$ cat src/rtl/vga_timing_gen.sv
// Parametrised VGA raster timing generator with fetch lead and 2x doubling.
// Fetch coordinates are issued LEAD pixel enables ahead of the display-aligned strobes.
module vga_timing_gen #(
    parameter int   H_ACTIVE = 640,
    parameter int   H_FP     = 16,
    parameter int   H_SYNC   = 96,
    parameter int   H_BP     = 48,
    parameter int   V_ACTIVE = 480,
    parameter int   V_FP     = 10,
    parameter int   V_SYNC   = 2,
    parameter int   V_BP     = 33,
    parameter logic SYNC_POL = 1'b0,
    parameter int   LEAD     = 2,
    localparam int  H_TOT    = H_ACTIVE + H_FP + H_SYNC + H_BP,
    localparam int  V_TOT    = V_ACTIVE + V_FP + V_SYNC + V_BP,
    localparam int  HW       = $clog2(H_TOT),
    localparam int  VW       = $clog2(V_TOT)
) (
    input  logic          clk,
    input  logic          rst_n,
    input  logic          pix_en,
    input  logic          dbl,
    input  logic          irq_ack,
    output logic [HW-1:0] fetch_x,
    output logic [VW-1:0] fetch_y,
    output logic          fetch_valid,
    output logic          h_sync_o,
    output logic          v_sync_o,
    output logic          de,
    output logic          line_start,
    output logic          frame_start,
    output logic          irq_o
);

    localparam logic [HW-1:0] H_LAST = HW'(H_TOT - 1);
    localparam logic [VW-1:0] V_LAST = VW'(V_TOT - 1);
    localparam logic [HW-1:0] H_ACT  = HW'(H_ACTIVE);
    localparam logic [VW-1:0] V_ACT  = VW'(V_ACTIVE);
    // One extra bit so a sync window ending exactly at a power of two still compares
    localparam logic [HW:0]   HS_BEG = (HW+1)'(H_ACTIVE + H_FP);
    localparam logic [HW:0]   HS_END = (HW+1)'(H_ACTIVE + H_FP + H_SYNC);
    localparam logic [VW:0]   VS_BEG = (VW+1)'(V_ACTIVE + V_FP);
    localparam logic [VW:0]   VS_END = (VW+1)'(V_ACTIVE + V_FP + V_SYNC);

    typedef struct packed {
        logic hs;
        logic vs;
        logic de;
        logic ls;
        logic fs;
    } disp_t;

    logic [HW-1:0] h_cnt;
    logic [VW-1:0] v_cnt;
    logic          dbl_q;
    disp_t         s0;
    disp_t         raw;
    disp_t         disp;
    logic          act;
    logic          irq_set;

    always_comb begin
        raw    = '0;
        raw.hs = ({1'b0, h_cnt} >= HS_BEG) && ({1'b0, h_cnt} < HS_END);
        raw.vs = ({1'b0, v_cnt} >= VS_BEG) && ({1'b0, v_cnt} < VS_END);
        act    = (h_cnt < H_ACT) && (v_cnt < V_ACT);
        raw.de = act;
        raw.ls = (h_cnt == '0);
        raw.fs = (h_cnt == '0) && (v_cnt == '0);
        irq_set = pix_en && (h_cnt == '0) && (v_cnt == V_ACT);
    end

    always_ff @(posedge clk or negedge rst_n) begin
        if (!rst_n) begin
            h_cnt <= '0;
            v_cnt <= '0;
        end else if (pix_en) begin
            if (h_cnt == H_LAST) begin
                h_cnt <= '0;
                v_cnt <= (v_cnt == V_LAST) ? '0 : v_cnt + 1'b1;
            end else begin
                h_cnt <= h_cnt + 1'b1;
            end
        end
    end

    // Doubling mode only changes at the frame origin so a frame is never mixed
    always_ff @(posedge clk or negedge rst_n) begin
        if (!rst_n) begin
            dbl_q <= 1'b0;
        end else if (pix_en && raw.fs) begin
            dbl_q <= dbl;
        end
    end

    always_ff @(posedge clk or negedge rst_n) begin
        if (!rst_n) begin
            s0          <= '0;
            fetch_valid <= 1'b0;
            fetch_x     <= '0;
            fetch_y     <= '0;
        end else if (pix_en) begin
            s0          <= raw;
            fetch_valid <= act;
            if (act) begin
                fetch_x <= dbl_q ? (h_cnt >> 1) : h_cnt;
                fetch_y <= dbl_q ? (v_cnt >> 1) : v_cnt;
            end
        end
    end

    generate
        if (LEAD == 0) begin : g_nolead
            assign disp = s0;
        end else begin : g_lead
            disp_t pipe [LEAD];

            always_ff @(posedge clk or negedge rst_n) begin
                if (!rst_n) begin
                    for (int i = 0; i < LEAD; i++) begin
                        pipe[i] <= '0;
                    end
                end else if (pix_en) begin
                    pipe[0] <= s0;
                    for (int i = 1; i < LEAD; i++) begin
                        pipe[i] <= pipe[i-1];
                    end
                end
            end

            assign disp = pipe[LEAD-1];
        end
    endgenerate

    // A set on the same clock as an ack wins so no vblank is lost
    always_ff @(posedge clk or negedge rst_n) begin
        if (!rst_n) begin
            irq_o <= 1'b0;
        end else if (irq_set) begin
            irq_o <= 1'b1;
        end else if (irq_ack) begin
            irq_o <= 1'b0;
        end
    end

    assign h_sync_o    = disp.hs ^ ~SYNC_POL;
    assign v_sync_o    = disp.vs ^ ~SYNC_POL;
    assign de          = disp.de;
    assign line_start  = disp.ls;
    assign frame_start = disp.fs;

endmodule

$ cat config.mk
export PLATFORM = sky130hd
export DESIGN_NAME = vga_timing_gen
export DESIGN_NICKNAME = d
export VERILOG_FILES = /design/src/rtl/vga_timing_gen.sv
export SDC_FILE = /design/constraint.sdc
export NUM_CORES = 1
export LEC_CHECK = 0
export ABC_AREA = 0
export BUFFER_PORTS_ARGS = -buffer_cell sky130_fd_sc_hd__clkbuf_2
export CORE_MARGIN = 1.5
export CORE_UTILIZATION = 60
export CTS_BUF_LIST = sky130_fd_sc_hd__clkbuf_4 sky130_fd_sc_hd__clkbuf_8
export CTS_CLUSTER_DIAMETER = 60
export CTS_CLUSTER_SIZE = 14
export DETAILED_ROUTE_END_ITERATION = 16
export PLACE_DENSITY_LB_ADDON = 0.05
export SETUP_SLACK_MARGIN = 0.4
export SLEW_MARGIN = 20
export SYNTH_ARGS = -nofsm -noshare
export SYNTH_HDL_FRONTEND = slang
export SYNTH_SLANG_ARGS = --single-unit
$ cat constraint.sdc
create_clock -name clk -period 3.8 [get_ports clk]
set_clock_uncertainty 0.15 [all_clocks]
set_input_delay 0.38 -clock clk [delete_from_list [all_inputs] [get_ports clk]]
set_output_delay 0.38 -clock clk [all_outputs]
set_load 0.03 [all_outputs]
==> results_dict.tcl, run 1 <==
set metrics [dict create \
    fmax_mhz 484.3 \
    p_int_mw 1.090 \
    drv_cap 0 \
    hold_viol 0 \
    drtIter0Drc 178 \
    overflow 0 \
    async_reset_ff_share_pct 100.0 \
    grt_max_degree 33 \
    period_share_pct 54.34 \
    post-route-min-period_ns 2.065 \
    placed_cells 306 \
    setup_ws_ns 1.735 \
    cts.sinks 57 \
    cts_made_buffers 9 \
    drt-wirelength-per-cell_um 16.11 \
    clockPowerShare_pct 35.4 \
    cts_buffer_depth 2 \
    drc 0 \
    path_buf_inv 1 \
    crit_fanout 17 \
    ys.flop_type "dfrtp_1" \
    cts_tree "yes" \
    dp_hpwl_um 3461 \
    synth_area_sq_um 2778 \
    layout.cells.non_filler 323 \
    slew_headroom_pct 37.01 \
    required_ns 3.86 \
    rsz0062_at_grt "false" \
    row_count 24 \
    end_kind "register" \
    netlist_instances 235 \
    p_sw_share_pct 30.46 \
    synth.net_count 245 \
    cp_slowest_cell "dfrtp_1" \
    synth-seq-cells 57 \
    area_delta_synth_final_pct 13.74 \
    routed_wirelength_um 5205 \
    run_status "finished, final reports clean" \
    p_switching_mw 0.4776 \
    tns_ns 0 \
    die_h_um 71.04 \
    dieArea_sq_um 5047 \
    cp.arrival_ns 2.12 \
    synth_edf_count 0 \
    p_per_area_nw_per_um2 496.2 \
    ys_seq_area_share_pct 51.35 \
    cp-start-kind "register" \
    ant_nets 0 \
    vias 1875 \
    hp-class "in -> reg" \
    grt_pass1_wl_um 9156 \
    grt_pass1_vias 1853 \
    first_pass_iters 5 \
    antenna_found_initial 0 \
    reg2reg_slack_ns 1.74 \
    clock_latency_ns 0.33 \
    worst_pin_slew_ns 0.9448 \
    post_cts_buffers 0 \
    finalNetCount 276 \
    io_pins 32 \
    avgSynthCellArea_sq_um 11.82 \
    path_cells "and3_1 > nand2_1 > nand4b_1 > buf_4 > mux2_1" \
    seq_power_share_pct 47.9 \
    dp_slack_ns 1.605 \
    vias_per_cell 5.805 \
    drive_gt1_share_pct 28.04 \
    grt_use_total_pct 23.65 \
    criticalPathCategory "reg -> reg" \
    combPwrFrac_pct 16.7 \
    yosys_warnings 0 \
    dpl_cell_area_sq_um 2954 \
    synth_cell_types 44 \
    ir_worst_vdd_mv 0.3537 \
    root_buffer "clkbuf_8" \
    critical-path-top-delay-family "simple AND/OR/NAND/NOR gates" \
    core_area_sq_um 4414 \
    drv_slew 0 \
    final_core_util_pct 71.57 \
    finalSetupViolations 0 \
    port_buffers 31 \
    antennaDiodeCount 0 \
    initial_core_util_pct 62.93 \
    fin_area_sq_um 3159 \
    leakage_nw 1.569 \
    die_w_um 71.04 \
    cts.htree.levels 3 \
    gp_congestion 0.8345 \
    clkTransAtPathRegs_ns 0.07 \
    cp_slowest_stage_delay_ns 0.46 \
]
-- worst reg2reg max path, stage by stage, from the launching register on --
cell and delay (ns):
dfrtp_1 0.46, and3_1 0.24, nand2_1 0.13, nand4b_1 0.29, buf_4 0.33, mux2_1 0.35
-- layout by cell type, fill, tap and decap left out, types with 3 or more instances in the layout --
cell	Yosys	final
xor2_1	4	4
a21o_1	3	3
inv_1	9	9
clkbuf_2	0	31
mux2_1	27	27
nand3_1	8	8
and3_1	5	5
mux2_2	17	17
ha_1	5	5
xnor2_1	6	6
o21ai_0	8	8
nand4_1	4	4
or3_1	4	4
nor2_1	7	7
clkinv_2	0	4
dfrtp_1	57	57
nand2_1	15	15
clkbuf_8	0	10
nor3_1	4	4
o21ai_1	5	5
-- kinds of logic after synthesis --
logic type | count (synthesis) | share of synthesized area, %
AND/OR/NAND/NOR | 68 | 15.81
adder cells (fa/ha/maj) | 5 | 2.252
XOR/XNOR | 10 | 3.153
flip-flops | 57 | 51.35
AO/OA/AOI/OAI | 27 | 6.126
multiplexers | 44 | 17.84
buffers and inverters | 24 | 3.468
-- cells in the mapped netlist (all sizes together) (6+ instances only) --
library cell,n,area share [%]
dfrtp,57,51
mux2,44,18
nand2,16,2.3
o21ai,13,2.3
inv,10,1.4
clkbuf,9,1.2
nand3,8,1.4
nor2,8,1.2
nor3,6,1.7
xnor2,6,1.9
-- path summary, 6_finish.rpt --
| kind | start | to | depth (start not counted) |
|---|---|---|---|
| setup / recovery | v_cnt[5] | fetch_x[1] | 5 |
| hold / removal | irq_ack | irq_o | 2 |
| setup reg to reg | v_cnt[5] | fetch_x[1] | 5 |
| hold reg to reg | fetch_y[9] | fetch_y[9] | 1 |
| max in group asynchronous | rst_n | h_cnt[6] | 3 |
| min in group asynchronous | rst_n | s0[3] | 2 |
-- final cells by class --
cell class,count,area [sq um]
Multi-Input combinational cell,154,1255
Fill cell,325,1255
Timing Repair Buffer,34,180.2
Tap cell,52,65.06
Sequential cell,57,1426
Clock inverter,6,57.56
Inverter,10,37.54
Clock buffer,10,137.6
-- timing repair --
action | CTS | global route
resized for setup | 0 | 0
hold buffers | 1 | 0
endpoints found under the hold margin | 25 | 0
-- stage by stage --
stage	hold WS, ns	power, mW
global placement	0.2862	1.018
floorplan	-0.06559	0.9377
finish	0.09789	1.568
CTS	0.08860	1.584
detailed placement	0.2935	1.026
global route	0.1078	1.648
-- routing by layer --
layer | wire length, um | part of all wire (%) | track usage, % | up-vias
met5 | 0 | 0 | 0 | -
met4 | 63 | 1.2 | 8.176 | 0
met3 | 190 | 3.7 | 5.271 | 8
met1 | 2469 | 47 | 33.90 | 929
li1 | - | - | - | 897
met2 | 2482 | 48 | 35.93 | 41
-- power groups by stage --
| stage | Clock [mW] | Sequential (mW) | Combinational, mW |
|---|---|---|---|
| 2_1_floorplan | 0 | 0.791 | 0.146 |
| 3_3_place_gp | 0 | 0.758 | 0.259 |
| 3_5_place_dp | 0 | 0.762 | 0.264 |
| 4_1_cts | 0.566 | 0.751 | 0.267 |
| 5_1_grt | 0.595 | 0.763 | 0.289 |
| 6_report | 0.555 | 0.751 | 0.262 |
-- registers in the layout, indices dropped and copies added (netlist names) --
| signal | count |
|---|---|
| de | 1 |
| irq_o | 1 |
| line_start | 1 |
| h_cnt | 10 |
| v_cnt | 10 |
| s0 | 5 |
| fetch_x | 10 |
| g_lead.pipe | 5 |
| fetch_y | 10 |
| dbl_q | 1 |
| disp | 2 |
| frame_start | 1 |
No activity file was read; power rests on OpenSTA's default activity.
==> run 2, diff against run 1 <==
==> constraint.sdc (replaced) <==
create_clock -name clk -period 2.2 [get_ports clk]
set_clock_uncertainty 0.15 [all_clocks]
set_input_delay 0.22 -clock clk [delete_from_list [all_inputs] [get_ports clk]]
set_output_delay 0.22 -clock clk [all_outputs]
set_load 0.03 [all_outputs]
==> run 2 against run 1 <==
  * Die area is the same
  * Register-to-register slack got worse by 1.5 ns
  * Critical endpoint is now v_cnt[0]
  * Highest routed layer unchanged
  * Via count rose by 5.8%
  * Critical path depth shrank 1
==> results_dict.tcl, run 2 (synthesis gave the netlist of run 1 again) <==
set metrics [dict create \
    io_pins 32 \
    cts_buffer_depth 2 \
    clock_latency_ns 0.33 \
    initial_core_util_pct 62.93 \
    dp_hpwl_um 3523 \
    criticalPathCategory "reg -> reg" \
    core_area_sq_um 4414 \
    finalSetupViolations 0 \
    routed_wirelength_um 5733 \
    path_cells "nand4b_1 > buf_6 > or4_4 > mux2_2" \
    cts_tree "yes" \
    grt_pass1_vias 1926 \
    finalNetCount 301 \
    post-route-min-period_ns 1.960 \
    r2r_cells 4 \
    tns_ns 0 \
    first_pass_iters 4 \
    overflow 0 \
    fmax_mhz 510.3 \
    drive_gt1_share_pct 40.00 \
    drtIter0Drc 89 \
    p_int_mw 1.968 \
    seq_power_share_pct 46.4 \
    hold_path_depth 2 \
    cp_slowest_stage_delay_ns 0.57 \
    clockPowerShare_pct 34.9 \
    final.fill_count 284 \
    required_ns 2.27 \
    p_switching_mw 0.8448 \
    die_w_um 71.04 \
    cts_made_buffers 9 \
    cp-start-kind "register" \
    combPwrFrac_pct 18.7 \
    drt-wirelength-per-cell_um 16.52 \
    slew_headroom_pct 57.92 \
    die_h_um 71.04 \
    row_count 24 \
    p_per_area_nw_per_um2 809.4 \
    port_buffers 31 \
    vias_per_cell 5.715 \
    p_sw_share_pct 30.03 \
    grt_pass1_wl_um 9177 \
    ant_nets 0 \
    vias 1983 \
    cts.sinks 57 \
    grt_use_total_pct 23.57 \
    dieArea_sq_um 5047 \
    leakage_nw 1.718 \
    ir_worst_vdd_mv 0.6382 \
    final_cell_mix "dfrtp_1 (49), clkbuf_2 (31), mux2_1 (26)" \
    grt_max_degree 36 \
    antennaDiodeCount 0 \
    multi_input_area_sq_um 1325 \
    root_buffer "clkbuf_8" \
    hold_viol 0 \
    cp_slowest_cell "or4_4" \
    final_core_util_pct 78.74 \
    gp_congestion 0.8698 \
    cp.arrival_ns 2.03 \
    area_delta_synth_final_pct 25.14 \
    crit_fanout 8 \
    clkTransAtPathRegs_ns 0.06 \
    cts.htree.levels 3 \
    drv_cap 0 \
    worst_pin_slew_ns 0.6312 \
    hp-class "in -> reg" \
    drv_slew 0 \
    run_status "finished, final reports clean" \
    end_kind "register" \
    seq_area_sq_um 1436 \
    period_share_pct 89.08 \
    antenna_found_initial 0 \
    drc 0 \
    rsz0062_at_grt "true" \
    layout_commonest_cell "dfrtp_1" \
]
==> run 2: layer usage <==
layer  vias to the layer above  global-route usage [%]  wire length, um
li1                        949                       -                -
met1                       964                   31.94             2574
met2                        57                   35.93             2739
met3                        13                   4.558              293
met4                         0                   13.00              126
met5                         -                       0                0
==> run 2: cell type report <==
class	count	area share, %
clock buffers	12	4.572
clock inverters	3	1.152
inverters	10	1.080
multi-input cells	154	38.12
flip-flops and latches	57	41.32
well taps	52	1.872
repair buffers	59	11.88
==> run 2: power groups by stage <==
stage | clock network (mW) | registers [mW] | logic (mW)
global route | 1.03 | 1.33 | 0.578
floorplan | 0 | 1.37 | 0.254
finish | 0.981 | 1.31 | 0.526
detailed placement | 0 | 1.32 | 0.466
CTS | 1.00 | 1.30 | 0.481
global placement | 0 | 1.30 | 0.458
==> run 2: timing repair <==
action	in CTS	in global routing
endpoints found under the setup margin	25	32
gates resized for setup	9	21
hold buffers	3	0
endpoints found under the hold margin	24	0
gates cloned	0	2
pin swaps	5	8
setup buffers	5	11
==> run 2: final timing paths <==
path | start | endpoint | slack (ns)
max in group asynchronous | rst_n | h_cnt[4] | 1.00
worst min-delay path | pix_en | s0[0] | 0.10
worst max register to register | h_cnt[6] | v_cnt[0] | 0.24
worst max-delay path | h_cnt[6] | v_cnt[0] | 0.24
worst min register to register | fetch_y[9] | fetch_y[9] | 0.33
min in group asynchronous | rst_n | fetch_y[2] | 0.28
==> run 2: through the flow <==
step	hold slack [ns]	cells	worst slack (ns)	power (mW)	area [sq um]
2_1_floorplan	-0.2256	235	0.3908	1.621	2780
3_3_place_gp	0.1024	311	0.2912	1.762	3019
3_5_place_dp	0.1134	311	0.2587	1.782	3019
4_1_cts	0.08517	334	0.2910	2.783	3313
5_1_grt	0.1147	347	0.2100	2.933	3476
6_report	0.1012	347	0.2403	2.813	3476
==> run 2: worst max-delay path: cells and delay by family, from the launching register on <==
family | cells | cell delay (ns)
flops | 1 | 0.45
mux | 1 | 0.29
simple gates | 2 | 0.79
buf+inv | 1 | 0.16
==> run 3, diff against run 2 <==
--- a/config.mk
+++ b/config.mk
@@ -7,13 +7,12 @@
 export LEC_CHECK = 0
 export ABC_AREA = 0
 export BUFFER_PORTS_ARGS = -buffer_cell sky130_fd_sc_hd__clkbuf_2
-export CORE_MARGIN = 1.5
 export CORE_UTILIZATION = 60
 export CTS_BUF_LIST = sky130_fd_sc_hd__clkbuf_4 sky130_fd_sc_hd__clkbuf_8
 export CTS_CLUSTER_DIAMETER = 60
 export CTS_CLUSTER_SIZE = 14
 export DETAILED_ROUTE_END_ITERATION = 16
-export PLACE_DENSITY_LB_ADDON = 0.05
+export PLACE_DENSITY = 0.91
 export SETUP_SLACK_MARGIN = 0.4
 export SLEW_MARGIN = 20
 export SYNTH_ARGS = -nofsm -noshare
==> run 3 against run 2 <==
  * First-iteration DRC count grew 99%
  * Setup slack better by 0.068 ns
  * Hold slack got worse by 0.0099 ns
  * Clock-buffer cell count shrank 1
  * Sequential power about the same
  * Final cell count up 0.86%
  * Register-to-register slack gained 0.07 ns
  * Via count grew 2.5%
  * Cell area up 0.90%
  * Critical path type unchanged
  * Largest power group unchanged
==> results_dict.tcl, run 3 (synthesis gave the netlist of run 1 again) <==
set metrics [dict create \
    reg2reg_slack_ns 0.31 \
    drc 0 \
    finalSetupViolations 0 \
    drt-wirelength-per-cell_um 17.18 \
    first_pass_iters 4 \
    die_h_um 70.04 \
    required_ns 2.25 \
    cts_buffer_depth 2 \
    design_power_total_mw 3.003 \
    hold_ws_ns 0.09126 \
    antenna_found_initial 0 \
    clkTransAtPathRegs_ns 0.06 \
    die_w_um 70.04 \
    tns_ns 0 \
    port_buffers 31 \
    r2r-end "v_cnt[9]" \
    crit_fanout 5 \
    cts.htree.levels 3 \
    ir_worst_vdd_mv 0.7065 \
    worstSetupStartpoint "v_cnt[7]" \
    drv_cap 0 \
    layout.cells.non_filler 350 \
    drtIter0Drc 177 \
    grt_use_total_pct 26.21 \
    cp_slowest_stage_delay_ns 0.56 \
    hold_start "pix_en" \
    root_buffer "clkbuf_8" \
    core_area_sq_um 4414 \
    hp-class "in -> reg" \
    leakage_nw 1.724 \
    hold_path_depth 2 \
    fmax_mhz 528.5 \
    vias_per_cell 5.806 \
    final.fill_count 262 \
    row_count 24 \
    layout_commonest_cell "dfrtp_1" \
    dp_hpwl_um 3447 \
    worstSetupEndpoint "v_cnt[9]" \
    drive_gt1_share_pct 41.61 \
    r2r_cells 5 \
    hold_viol 0 \
    p_per_area_nw_per_um2 856.2 \
    area_delta_synth_final_pct 26.26 \
    finalNetCount 303 \
    overflow 0 \
    post-route-min-period_ns 1.892 \
    grt_pass1_wl_um 9570 \
    cts.sinks 57 \
    final_cell_mix "dfrtp_1 (46), clkbuf_2 (32), mux2_1 (25)" \
    slew_headroom_pct 61.50 \
    cts_made_buffers 9 \
    cts_tree "yes" \
    run_status "finished, final reports clean" \
    io_pins 32 \
    seq_area_sq_um 1440 \
    ant_nets 0 \
    period_share_pct 86.01 \
    cp-start-kind "register" \
    fin_area_sq_um 3507 \
    end_kind "register" \
    multi_input_area_sq_um 1336 \
    path_cells "or4_4 > nor3_4 > buf_4 > o21bai_1 > a31oi_1" \
    placed_cells 310 \
    worst_pin_slew_ns 0.5774 \
    clock_latency_ns 0.35 \
    cp.arrival_ns 1.94 \
    grt_max_degree 38 \
    antennaDiodeCount 0 \
    cp_slowest_cell "or4_4" \
    gp_congestion 0.8981 \
    routed_wirelength_um 6014 \
    dpl_cell_area_sq_um 2999 \
    grt_pass1_vias 2020 \
    vias 2032 \
    dieArea_sq_um 4906 \
    drv_slew 0 \
    initial_core_util_pct 62.93 \
    r2r_start "v_cnt[7]" \
    rsz0062_at_grt "true" \
    criticalPathCategory "reg -> reg" \
]
## run 3: changes by cell type in the layout (fill, tap and decap cells not counted), sizes merged
cell      previous run  this run
bufinv               1         2
buf                 25        26
clkinvlp             0         1
## run 3: critical path, delay by kind of cell, from the launching register on
family                 cells  cell delay (ns)
buffers and inverters      1             0.16
AOI/OAI and AO/OA          2             0.20
and+or+nand+nor            2             0.84
DFF                        1             0.41
## run 3: worst min path at each step
stage,end,slack [ns]
4_1_cts,h_cnt[1],0.05
2_1_floorplan,dbl_q,-0.23
6_report,h_cnt[1],0.09
3_3_place_gp,fetch_y[6],0.08
3_5_place_dp,fetch_y[5],0.08
5_1_grt,h_cnt[1],0.11
## run 3: report_power, final
| group | total, mW | switching [mW] | internal, mW |
|---|---|---|---|
| Sequential | 1.30 | 0.138 | 1.17 |
| Clock | 1.13 | 0.433 | 0.695 |
| Combinational | 0.572 | 0.329 | 0.243 |
## run 3: layout make-up
class | instances | share of cell area [%]
Clock buffer | 11 | 4.317
Clock inverter | 5 | 2.212
Inverter | 10 | 1.070
Multi-Input combinational cell | 154 | 38.10
Sequential cell | 57 | 41.06
Tap cell | 52 | 1.855
Timing Repair Buffer | 61 | 11.38
## run 3: timing repair
| item | 4_1_cts | 5_1_grt |
|---|---|---|
| gates resized for setup | 11 | 16 |
| cloned | 1 | 0 |
| endpoints found under the setup margin | 30 | 30 |
| pin swaps | 4 | 6 |
| endpoints found under the hold margin | 22 | 0 |
| hold buffers | 3 | 0 |
| setup buffers | 11 | 9 |
## run 3: through the flow
step                      utilization, %  setup WS [ns]
after floorplan                        -         0.3908
after global routing               79.45         0.2799
after global placement             67.94         0.3094
final                              79.45         0.3078
after detailed placement           67.94         0.2583
after CTS                          76.50         0.3355
## run 3: layer usage
metal / vias up / track usage (%) / wire [um]
met3: 21 / 7.071 / 282
met5: - / 0 / 0
met4: 0 / 14.89 / 150
met1: 983 / 33.01 / 2640
li1: 948 / - / -
met2: 80 / 40.92 / 2941
